<file path="config.mk">
export PLATFORM = sky130hd
export DESIGN_NAME = uart_txfifo
export DESIGN_NICKNAME = d
export VERILOG_FILES = /design/src/rtl/uart_txfifo_pkg.sv /design/src/rtl/uart_txfifo_sync_fifo.sv /design/src/rtl/uart_txfifo.sv
export SDC_FILE = /design/constraint.sdc
export NUM_CORES = 1
export LEC_CHECK = 0
export ABC_AREA = 1
export CORE_ASPECT_RATIO = 1.4
export CORE_UTILIZATION = 64
export DETAILED_ROUTE_END_ITERATION = 7
export PLACE_DENSITY = 0.95
export SYNTH_ARGS = -nofsm -noshare
export SYNTH_HDL_FRONTEND = slang
export SYNTH_SLANG_ARGS = --single-unit
</file>
<file path="constraint.sdc">
create_clock -name clk -period 6.8 [get_ports clk]
set_clock_uncertainty 0.15 [all_clocks]
set_input_delay 1.36 -clock clk [delete_from_list [all_inputs] [get_ports clk]]
set_output_delay 1.36 -clock clk [all_outputs]
set_load 0.01 [all_outputs]
</file>
<file path="src/rtl/uart_txfifo_pkg.sv">
// Shared definitions for the uart transmit buffer: register map, status bits, drain states.
// Latency: n/a (package only).
// Backpressure: n/a (package only).
package uart_txfifo_pkg;

  // Register addresses, shared by the CPU window and the uart register port
  localparam logic [1:0] REG_DATA   = 2'd0;
  localparam logic [1:0] REG_STATUS = 2'd1;
  localparam logic [1:0] REG_LEVEL  = 2'd2;

  // Bit positions inside a status byte
  localparam int STAT_BUSY = 0;
  localparam int STAT_FULL = 1;
  localparam int STAT_OVF  = 2;

  // Drain sequencer states
  typedef enum logic [1:0] {
    ST_IDLE  = 2'd0,
    ST_POLL  = 2'd1,
    ST_WAIT  = 2'd2,
    ST_WRITE = 2'd3
  } drain_state_e;

  // Pack the CPU-visible status flags into one byte
  function automatic logic [7:0] status_byte(input logic ovf, input logic full, input logic busy);
    logic [7:0] s;
    s            = 8'h00;
    s[STAT_BUSY] = busy;
    s[STAT_FULL] = full;
    s[STAT_OVF]  = ovf;
    return s;
  endfunction

endpackage

</file>
<file path="src/rtl/uart_txfifo_sync_fifo.sv">
// Generic single-clock FIFO with a combinational head output and an occupancy count.
// Latency: a push is visible at dout/count on the cycle after the push edge.
// Backpressure: push while full is dropped (even with a pop that cycle); pop while empty is ignored.
module sync_fifo
  import uart_txfifo_pkg::*;
#(
  parameter int WIDTH = 8,
  parameter int DEPTH = 16
) (
  input  logic                     clk,
  input  logic                     rstn,
  input  logic                     push,
  input  logic                     pop,
  input  logic [WIDTH-1:0]         din,
  output logic [WIDTH-1:0]         dout,
  output logic                     full,
  output logic                     empty,
  output logic [$clog2(DEPTH):0]   count
);

  localparam int AW = $clog2(DEPTH);
  localparam logic [AW:0] FULL_CNT = (AW+1)'(DEPTH);

  logic [WIDTH-1:0] mem [DEPTH];
  logic [AW-1:0]    wr_ptr;
  logic [AW-1:0]    rd_ptr;
  logic             do_push;
  logic             do_pop;

  // Fullness is judged on the pre-edge count, so a simultaneous pop never rescues a push
  assign full    = (count == FULL_CNT);
  assign empty   = (count == '0);
  assign do_push = push & ~full;
  assign do_pop  = pop & ~empty;
  assign dout    = mem[rd_ptr];

  // Storage array; contents need no reset because count gates visibility
  always_ff @(posedge clk) begin
    if (do_push) begin
      mem[wr_ptr] <= din;
    end
  end

  // Pointers wrap naturally at DEPTH; count tracks occupancy
  always_ff @(posedge clk) begin
    if (!rstn) begin
      wr_ptr <= '0;
      rd_ptr <= '0;
      count  <= '0;
    end else begin
      if (do_push) begin
        wr_ptr <= wr_ptr + 1'b1;
      end
      if (do_pop) begin
        rd_ptr <= rd_ptr + 1'b1;
      end
      if (do_push && !do_pop) begin
        count <= count + 1'b1;
      end else if (!do_push && do_pop) begin
        count <= count - 1'b1;
      end
    end
  end

endmodule

</file>
<file path="src/rtl/uart_txfifo.sv">
// CPU-facing transmit buffer that drains bytes into the uart after polling its busy bit.
// Latency: CPU reads answer one cycle after rd_en; an idle path delivers a pushed byte to the uart 3 cycles after the push edge.
// Backpressure: CPU is never stalled; pushes into a full buffer are dropped and flagged in a sticky ovf bit.
module uart_txfifo
  import uart_txfifo_pkg::*;
#(
  parameter int DEPTH   = 16,
  parameter int TIMEOUT = 4
) (
  input  logic       clk,
  input  logic       rstn,
  input  logic [1:0] addr,
  input  logic       rd_en,
  output logic [7:0] rd_data,
  output logic       rd_valid,
  input  logic       wr_en,
  input  logic [7:0] wr_data,
  output logic [1:0] u_addr,
  output logic       u_rd_en,
  input  logic [7:0] u_rd_data,
  input  logic       u_rd_valid,
  output logic       u_wr_en,
  output logic [7:0] u_wr_data
);

  localparam int CW = $clog2(DEPTH) + 1;
  localparam int TW = (TIMEOUT > 1) ? $clog2(TIMEOUT) : 1;
  localparam logic [TW-1:0] TMO_LAST = TW'(TIMEOUT - 1);

  drain_state_e  state;
  logic [TW-1:0] timer;
  logic          ovf;
  logic          push;
  logic          pop;
  logic          busy;
  logic          uart_busy;
  logic          unused_status;
  logic [7:0]    fifo_dout;
  logic          fifo_full;
  logic          fifo_empty;
  logic [CW-1:0] fifo_count;
  logic [7:0]    level8;

  assign push          = wr_en && (addr == REG_DATA);
  assign uart_busy     = u_rd_data[STAT_BUSY];
  // Only the busy flag of the uart status matters to the drain sequencer
  assign unused_status = ^u_rd_data[7:1];
  // The pop coincides with the hand-off edge so the byte leaves as u_wr_en rises
  assign pop           = (state == ST_WAIT) && u_rd_valid && !uart_busy;
  assign busy          = !fifo_empty || (state != ST_IDLE);
  // A full 256-entry buffer reads back as 0 because only 8 bits are visible
  assign level8        = 8'(fifo_count);

  sync_fifo #(
    .WIDTH (8),
    .DEPTH (DEPTH)
  ) u_fifo (
    .clk   (clk),
    .rstn  (rstn),
    .push  (push),
    .pop   (pop),
    .din   (wr_data),
    .dout  (fifo_dout),
    .full  (fifo_full),
    .empty (fifo_empty),
    .count (fifo_count)
  );

  // CPU register window: one-cycle read response and the sticky overflow flag
  always_ff @(posedge clk) begin
    if (!rstn) begin
      rd_data  <= 8'h00;
      rd_valid <= 1'b0;
      ovf      <= 1'b0;
    end else begin
      rd_valid <= rd_en;
      rd_data  <= 8'h00;
      if (rd_en) begin
        case (addr)
          REG_STATUS: rd_data <= status_byte(ovf, fifo_full, busy);
          REG_LEVEL:  rd_data <= level8;
          default:    rd_data <= 8'h00;
        endcase
      end
      // A new overflow wins over a same-cycle clearing read so it is never lost
      if (push && fifo_full) begin
        ovf <= 1'b1;
      end else if (rd_en && (addr == REG_STATUS)) begin
        ovf <= 1'b0;
      end
    end
  end

  // Drain sequencer: poll uart status, retry on busy or timeout, then hand over the head byte
  always_ff @(posedge clk) begin
    if (!rstn) begin
      state     <= ST_IDLE;
      timer     <= '0;
      u_rd_en   <= 1'b0;
      u_wr_en   <= 1'b0;
      u_addr    <= REG_DATA;
      u_wr_data <= 8'h00;
    end else begin
      u_rd_en <= 1'b0;
      u_wr_en <= 1'b0;
      u_addr  <= REG_DATA;
      case (state)
        ST_IDLE: begin
          if (!fifo_empty) begin
            state   <= ST_POLL;
            u_rd_en <= 1'b1;
            u_addr  <= REG_STATUS;
          end
        end
        ST_POLL: begin
          state <= ST_WAIT;
          timer <= '0;
        end
        ST_WAIT: begin
          if (u_rd_valid) begin
            if (uart_busy) begin
              state   <= ST_POLL;
              u_rd_en <= 1'b1;
              u_addr  <= REG_STATUS;
            end else begin
              state     <= ST_WRITE;
              u_wr_en   <= 1'b1;
              u_addr    <= REG_DATA;
              u_wr_data <= fifo_dout;
            end
          end else if (timer == TMO_LAST) begin
            state   <= ST_POLL;
            u_rd_en <= 1'b1;
            u_addr  <= REG_STATUS;
          end else begin
            timer <= timer + 1'b1;
          end
        end
        ST_WRITE: begin
          state <= ST_IDLE;
        end
        default: begin
          state <= ST_IDLE;
        end
      endcase
    end
  end

endmodule
</file>
==> results of run 1 <==
synth_stat cells:
| cell | n | share of area |
|---|---|---|
| a21oi_1 | 19 | 0.013 |
| a22oi_1 | 1 | 0.0011 |
| a31oi_1 | 1 | 0.00088 |
| and2_1 | 1 | 0.00088 |
| buf_1 | 1 | 0.00053 |
| buf_2 | 15 | 0.011 |
| buf_4 | 13 | 0.014 |
| buf_6 | 1 | 0.0016 |
| clkbuf_1 | 4 | 0.0021 |
| clkinv_1 | 2 | 0.0011 |
| clkinv_2 | 1 | 0.00070 |
| conb_1 | 1 | 0.00053 |
| dfxtp_1 | 34 | 0.096 |
| edfxtp_1 | 128 | 0.54 |
| fa_1 | 1 | 0.0028 |
| ha_1 | 14 | 0.025 |
| inv_1 | 98 | 0.052 |
| inv_2 | 2 | 0.0011 |
| nand2_1 | 232 | 0.12 |
| nand2_2 | 2 | 0.0018 |
| nand3_1 | 97 | 0.068 |
| nand3b_1 | 1 | 0.0011 |
| nand4_1 | 2 | 0.0018 |
| nor2_1 | 41 | 0.022 |
| nor2_2 | 2 | 0.0018 |
| nor2_4 | 1 | 0.0016 |
| nor3_1 | 2 | 0.0014 |
| o21ai_0 | 12 | 0.0084 |
| o21bai_1 | 1 | 0.0011 |
| xnor2_1 | 1 | 0.0012 |
| xor2_1 | 4 | 0.0049 |
logic make-up after synthesis:
group / Yosys count / synth area share
XOR/XNOR: 5 / 0.006153
adder cells (fa/ha/maj): 15 / 0.02743
flip-flops: 162 / 0.6357
AND/OR/NAND/NOR: 381 / 0.2224
AO/OA/AOI/OAI: 34 / 0.02479
buffers and inverters: 137 / 0.08298
other: 1 / 0.0005269
power groups by stage:
stage	Combinational, uW	Clock, uW	Sequential, uW
floorplan	81.6	0	1110
global placement	122	0	1110
detailed placement	131	0	1110
CTS	139	899	1090
global route	154	935	1090
finish	143	902	1090
state kept, by name (all words and copies together) (netlist names):
signal,count
ovf,1
rd_data,5
rd_valid,1
state,2
timer,2
u_fifo.count,5
u_fifo.mem,128
u_fifo.rd_ptr,4
u_fifo.wr_ptr,4
u_rd_en,1
u_wr_data,8
u_wr_en,1
stage by stage:
stage          setup slack (ps)  instance area [um2]
2_1_floorplan              3454                 7128
4_1_cts                    2900                 7994
3_5_place_dp               2573                 7438
3_3_place_gp               2729                 7438
6_report                   2837                 7994
5_1_grt                    2728                 7994
final timing paths:
kind                              start                      endpoint  slack (ps)  cells after the start
setup reg to reg  state[0]$_SDFFE_PN0P_  u_fifo.count[4]$_SDFFE_PN0P_        3680                     12
hold / removal         ovf$_SDFFE_PN0P_              ovf$_SDFFE_PN0P_         320                      2
setup / recovery             u_rd_valid  u_fifo.count[4]$_SDFFE_PN0P_        2840                     12
hold reg to reg        ovf$_SDFFE_PN0P_              ovf$_SDFFE_PN0P_         320                      2
metal layers:
metal  vias to the layer above  GRT usage
li1                       2403          -
met4                         0     0.2381
met1                      2509     0.3645
met5                         -          0
met3                       119    0.06535
met2                       514     0.5290
tightest hold or removal path, cell delays in order (launching register included):
cell and delay [ps]:
dfxtp_1 310, nand2_1 60, a21oi_1 60
area by class of cell:
| class | instances | area, um2 | share of cell area |
|---|---|---|---|
| flip-flops and latches | 162 | 4526 | 0.5661 |
| multi-input cells | 439 | 2013 | 0.2518 |
| clock buffers | 26 | 500.5 | 0.06261 |
| inverters | 103 | 387.9 | 0.04852 |
| repair buffers | 34 | 335.3 | 0.04195 |
| well taps | 141 | 176.4 | 0.02207 |
| clock inverters | 6 | 55.05 | 0.006887 |
==> flow_summary.yaml, run 1 <==
sta:
  drv_slew: 0
  tightest_slew_ps: 1206
  finalHoldViolCount: 0
  period_needed_ps: 3963
  finalSetupTns_ps: 0
  max_freq_ghz: 0.2523
  setup_violations: 0
  finalCritPeriodShare: 0.5828
  hold_ws_ps: 324.9
  slew-limit-headroom: 0.1950
  rsz0062_at_grt: "false"
detailed_routing:
  vias: 5545
  drc: 0
  routed_via_density: 6.087
  wl_met1_mm: 5.801
  first_pass_iters: 7
  drtIter0Drc: 1092
  dr_wl_met3_mm: 1.875
  final_antenna_net_count: 0
  wl_met2_mm: 8.836
  wl_per_cell_um: 19.47
  top_layer_used: "met4"
  wl_mm: 17.74
synth:
  synth_cells: 735
  syn_area_mm2: 0.007117
  ys_seq_area_frac: 0.6357
  synth_cell_type_count: 31
  ys_ff_latch: 162
  synth.avg_cell_area_um2: 9.683
  synth_warnings: 0
floorplan:
  floorplan.initialDensity: 0.6583
  die_area_mm2: 0.01155
  io_pins: 44
  core_area_mm2: 0.01081
  die_w_um: 91.12
  rows: 45
  die-height_um: 126.8
power:
  switching_share: 0.2176
  pwr-share-clk: 0.422
  p_seq_frac: 0.511
  power_uw: 2138
  p_int_uw: 1673
  peakVddDrop_mv: 0.2274
  powerDensity_mw_per_mm2: 267.5
  combPwrFrac: 0.067
  p_switching_uw: 465.2
  p_leak_uw: 0.003328
clock_tree:
  postCtsHoldBufs: 0
  post_cts_buffers: 0
  ctsResizeCount: 0
  cts.sinks: 162
  cts_tree: "done"
  clk_latency_ps: 430
  htreeDepth: 4
  cts_buffers: 17
  clock_path_buffers: 2
  clkTransAtPathRegs_ps: 60
  root_buffer: "clkbuf_16"
final_layout:
  nets: 795
  layout_common_cells: "nand2_1 (232), edfxtp_1 (128), inv_1 (98)"
  stdcell_count: 911
  layout-drive-gt1-share: 0.04805
  antenna_cells: 0
  post-route-util: 0.7395
  layout_commonest_cell: "nand2_1"
  area_delta_synth_final_pct: 12.32
  fill_cells: 580
critical_path:
  crit_buf_inv: 2
  crit_path_end_kind: "flop"
  start_kind: "input pin"
  cp_slowest_cell: "clkdlybuf4s50_1"
  path_class: "in -> reg"
  crit_chain: "clkdlybuf4s50_1, nand2_2, nor2_4, nand2_2, ha_1, inv_1, ha_1, a21oi_1, o21ai_0, and2_1, o21bai_1, a21oi_1"
  crit_path_max_incr_delay_ps: 520
  crit_family: "simple AND/OR/NAND/NOR gates"
  path_max_fanout: 18
  worstPathArrival_ps: 4080
  critical_path_required_ps: 6920
global_route:
  grt_pass1_vias: 5392
  grt_max_degree: 68
  grt_pass1_wl_mm: 27.36
  grt_util_all_layers: 0.3188
  overflow: 0
  antenna_found_initial: 0
place:
  port_buffers: 32
  dp_hpwl_mm: 9.667
  place.gp.congestion: 0.8684
  place_inst: 879
hold_path:
  holdCritPathClass: "reg -> reg"
run_status:
  status: "complete, no violations"
flow_run:
  max_cap_viol_count: 0
Power figures use the tool's default switching activity.
==> run 2: changes to the inputs <==
- CORE_UTILIZATION: 64 -> 59
- PLACE_DENSITY: 0.95 -> 0.9
- clock period: 6.8 -> 3.85 ns (I/O delays scaled with it)
==> run 2 against run 1 <==
Against the previous run: count of clock-buffer cells in the layout shrank 5; worst setup slack worse by 2200 ps; flip-flop and latch count did not move; clock power is 92% higher; largest power group unchanged; highest routed layer unchanged.
==> flow_summary.yaml, run 2 (same netlist as run 1, synthesis figures left out) <==
global_route:
  antenna_found_initial: 0
  overflow: 0
  grt_pass1_vias: 5149
  grt_use_met3: 0.07209
  grt_max_degree: 67
  grt_pass1_wl_mm: 25.62
  grt_use_met1: 0.3260
  grt_util_all_layers: 0.2824
  top_usage_layer: "met2"
  use_met2: 0.4584
clock_tree:
  root_buffer: "clkbuf_16"
  clkTransAtPathRegs_ps: 60
  clk_latency_ps: 430
  clock_path_buffers: 2
  cts_tree: "done"
  cts.sinks: 162
  post_cts_buffers: 0
  cts_buffers: 17
  htreeDepth: 4
  postCtsHoldBufs: 0
  ctsResizeCount: 0
floorplan:
  die_w_um: 94.82
  rows: 47
  die_area_mm2: 0.01251
  io_pins: 44
  core_area_mm2: 0.01176
  floorplan.initialDensity: 0.6051
  die-height_um: 132.0
detailed_routing:
  final_antenna_net_count: 0
  first_pass_iters: 7
  wl_per_cell_um: 17.77
  drtIter0Drc: 570
  routed_via_density: 5.669
  drc: 0
  vias: 5261
  wl_mm: 16.49
power:
  combPwrFrac: 0.063
  switching_share: 0.2130
  p_seq_frac: 0.494
  p_switching_uw: 832.4
  p_leak_uw: 0.003397
  peakVddDrop_mv: 0.4040
  p_int_uw: 3076
  power_uw: 3909
  powerDensity_mw_per_mm2: 480.8
  pwr-share-clk: 0.443
place:
  placement.cell_area_mm2: 0.007528
  dp_hpwl_mm: 9.737
  port_buffers: 32
  place.gp.congestion: 0.9106
critical_path:
  reg2regPathDepth: 12
  crit_chain: "clkdlybuf4s50_1, inv_1, ha_1, nand2_1, inv_1, nand2_1, inv_1, ha_1, inv_1, ha_1, a21oi_1, o21ai_0, and2_1, o21bai_1, a21oi_1"
  crit_buf_inv: 5
  path_max_fanout: 7
  crit_path_max_incr_delay_ps: 490
  worstPathArrival_ps: 3320
  path_class: "in -> reg"
  crit_path_frequent_cell: "inv_1"
  crit_family: "buffers and inverters"
  crit_path_end_kind: "flop"
  critical_path_required_ps: 3980
  cp_slowest_cell: "clkdlybuf4s50_1"
  worst-path-stages: 15
  start_kind: "input pin"
sta:
  drv_slew: 0
  slew-limit-headroom: 0.1746
  hold_ws_ps: 327.2
  rsz0062_at_grt: "false"
  max_freq_ghz: 0.3132
  finalSetupTns_ps: 0
  finalHoldViolCount: 0
  period_needed_ps: 3193
  tightest_slew_ps: 1237
  setup_violations: 0
  finalCritPeriodShare: 0.8292
final_layout:
  antenna_cells: 0
  fin_area_mm2: 0.008130
  nets: 806
  top_regs: "u_fifo.mem x128, u_wr_data x8"
  largest-register: "u_fifo.mem"
  layout_commonest_cell: "nand2_1"
  largest_reg_flops: 128
  regArea_mm2: 0.004526
  multi_input_area_mm2: 0.002013
  area_delta_synth_final_pct: 14.24
  fill_cells: 768
  layout_common_cells: "nand2_1 (232), edfxtp_1 (128), inv_1 (98)"
  layout-drive-gt1-share: 0.06146
hold_path:
  holdCritPathClass: "reg -> reg"
  hold_depth: 2
flow_run:
  max_cap_viol_count: 0
run_status:
  status: "complete, no violations"
[run 2: changes by cell type in the layout (fill, tap and decap cells not counted)]
cell        change
clkbuf_1        -2
clkinv_4        +1
clkbuf_8        -2
bufinv_16       +3
clkinv_1        +2
clkinv_2        -3
clkinvlp_4      +2
buf_4          +11
clkbuf_16       -1
[run 2: metal layers]
layer,part of all wire,vias to the layer above
li1,-,2429
met1,0.34,2420
met2,0.52,326
met3,0.077,86
met4,0.060,0
met5,0,-
[run 2: layout make-up]
type,count,share of cell area
Inverter,103,0.04771
Timing Repair Buffer,45,0.05140
Tap cell,147,0.02262
Clock inverter,11,0.01985
Clock buffer,21,0.05417
Sequential cell,162,0.5566
Multi-Input combinational cell,439,0.2476
[run 2: worst paths after layout]
path	startpoint	to	slack [ps]
max	addr[0]	u_fifo.count[4]$_SDFFE_PN0P_	660
min	ovf$_SDFFE_PN0P_	ovf$_SDFFE_PN0P_	330
max reg2reg	u_fifo.count[0]$_SDFFE_PN0P_	u_fifo.count[4]$_SDFFE_PN0P_	1190
min reg2reg	ovf$_SDFFE_PN0P_	ovf$_SDFFE_PN0P_	330
[run 2: through the flow]
step           utilization  setup WS (ps)  std cells
2_1_floorplan            -           1094        738
3_3_place_gp        0.6401          417.2        896
3_5_place_dp        0.6401          276.7        896
4_1_cts             0.6913          669.0        928
5_1_grt             0.6913          430.4        928
6_report            0.6913          657.4        928
[run 2: power by group through the flow]
stage          clock network (uW)  registers (uW)  logic [uW]
2_1_floorplan                   0            1970         144
3_3_place_gp                    0            1960         227
3_5_place_dp                    0            1970         237
4_1_cts                      1720            1930         241
5_1_grt                      1810            1930         271
6_report                     1730            1930         246
[run 2: worst reg2reg max path, delay by kind of cell, from the launching register on]
family | cells | cell delay (ps)
buffers and inverters | 3 | 470
DFF | 1 | 380
AOI/OAI and AO/OA | 4 | 470
adders and majority gates | 2 | 600
and+or+nand+nor | 3 | 440
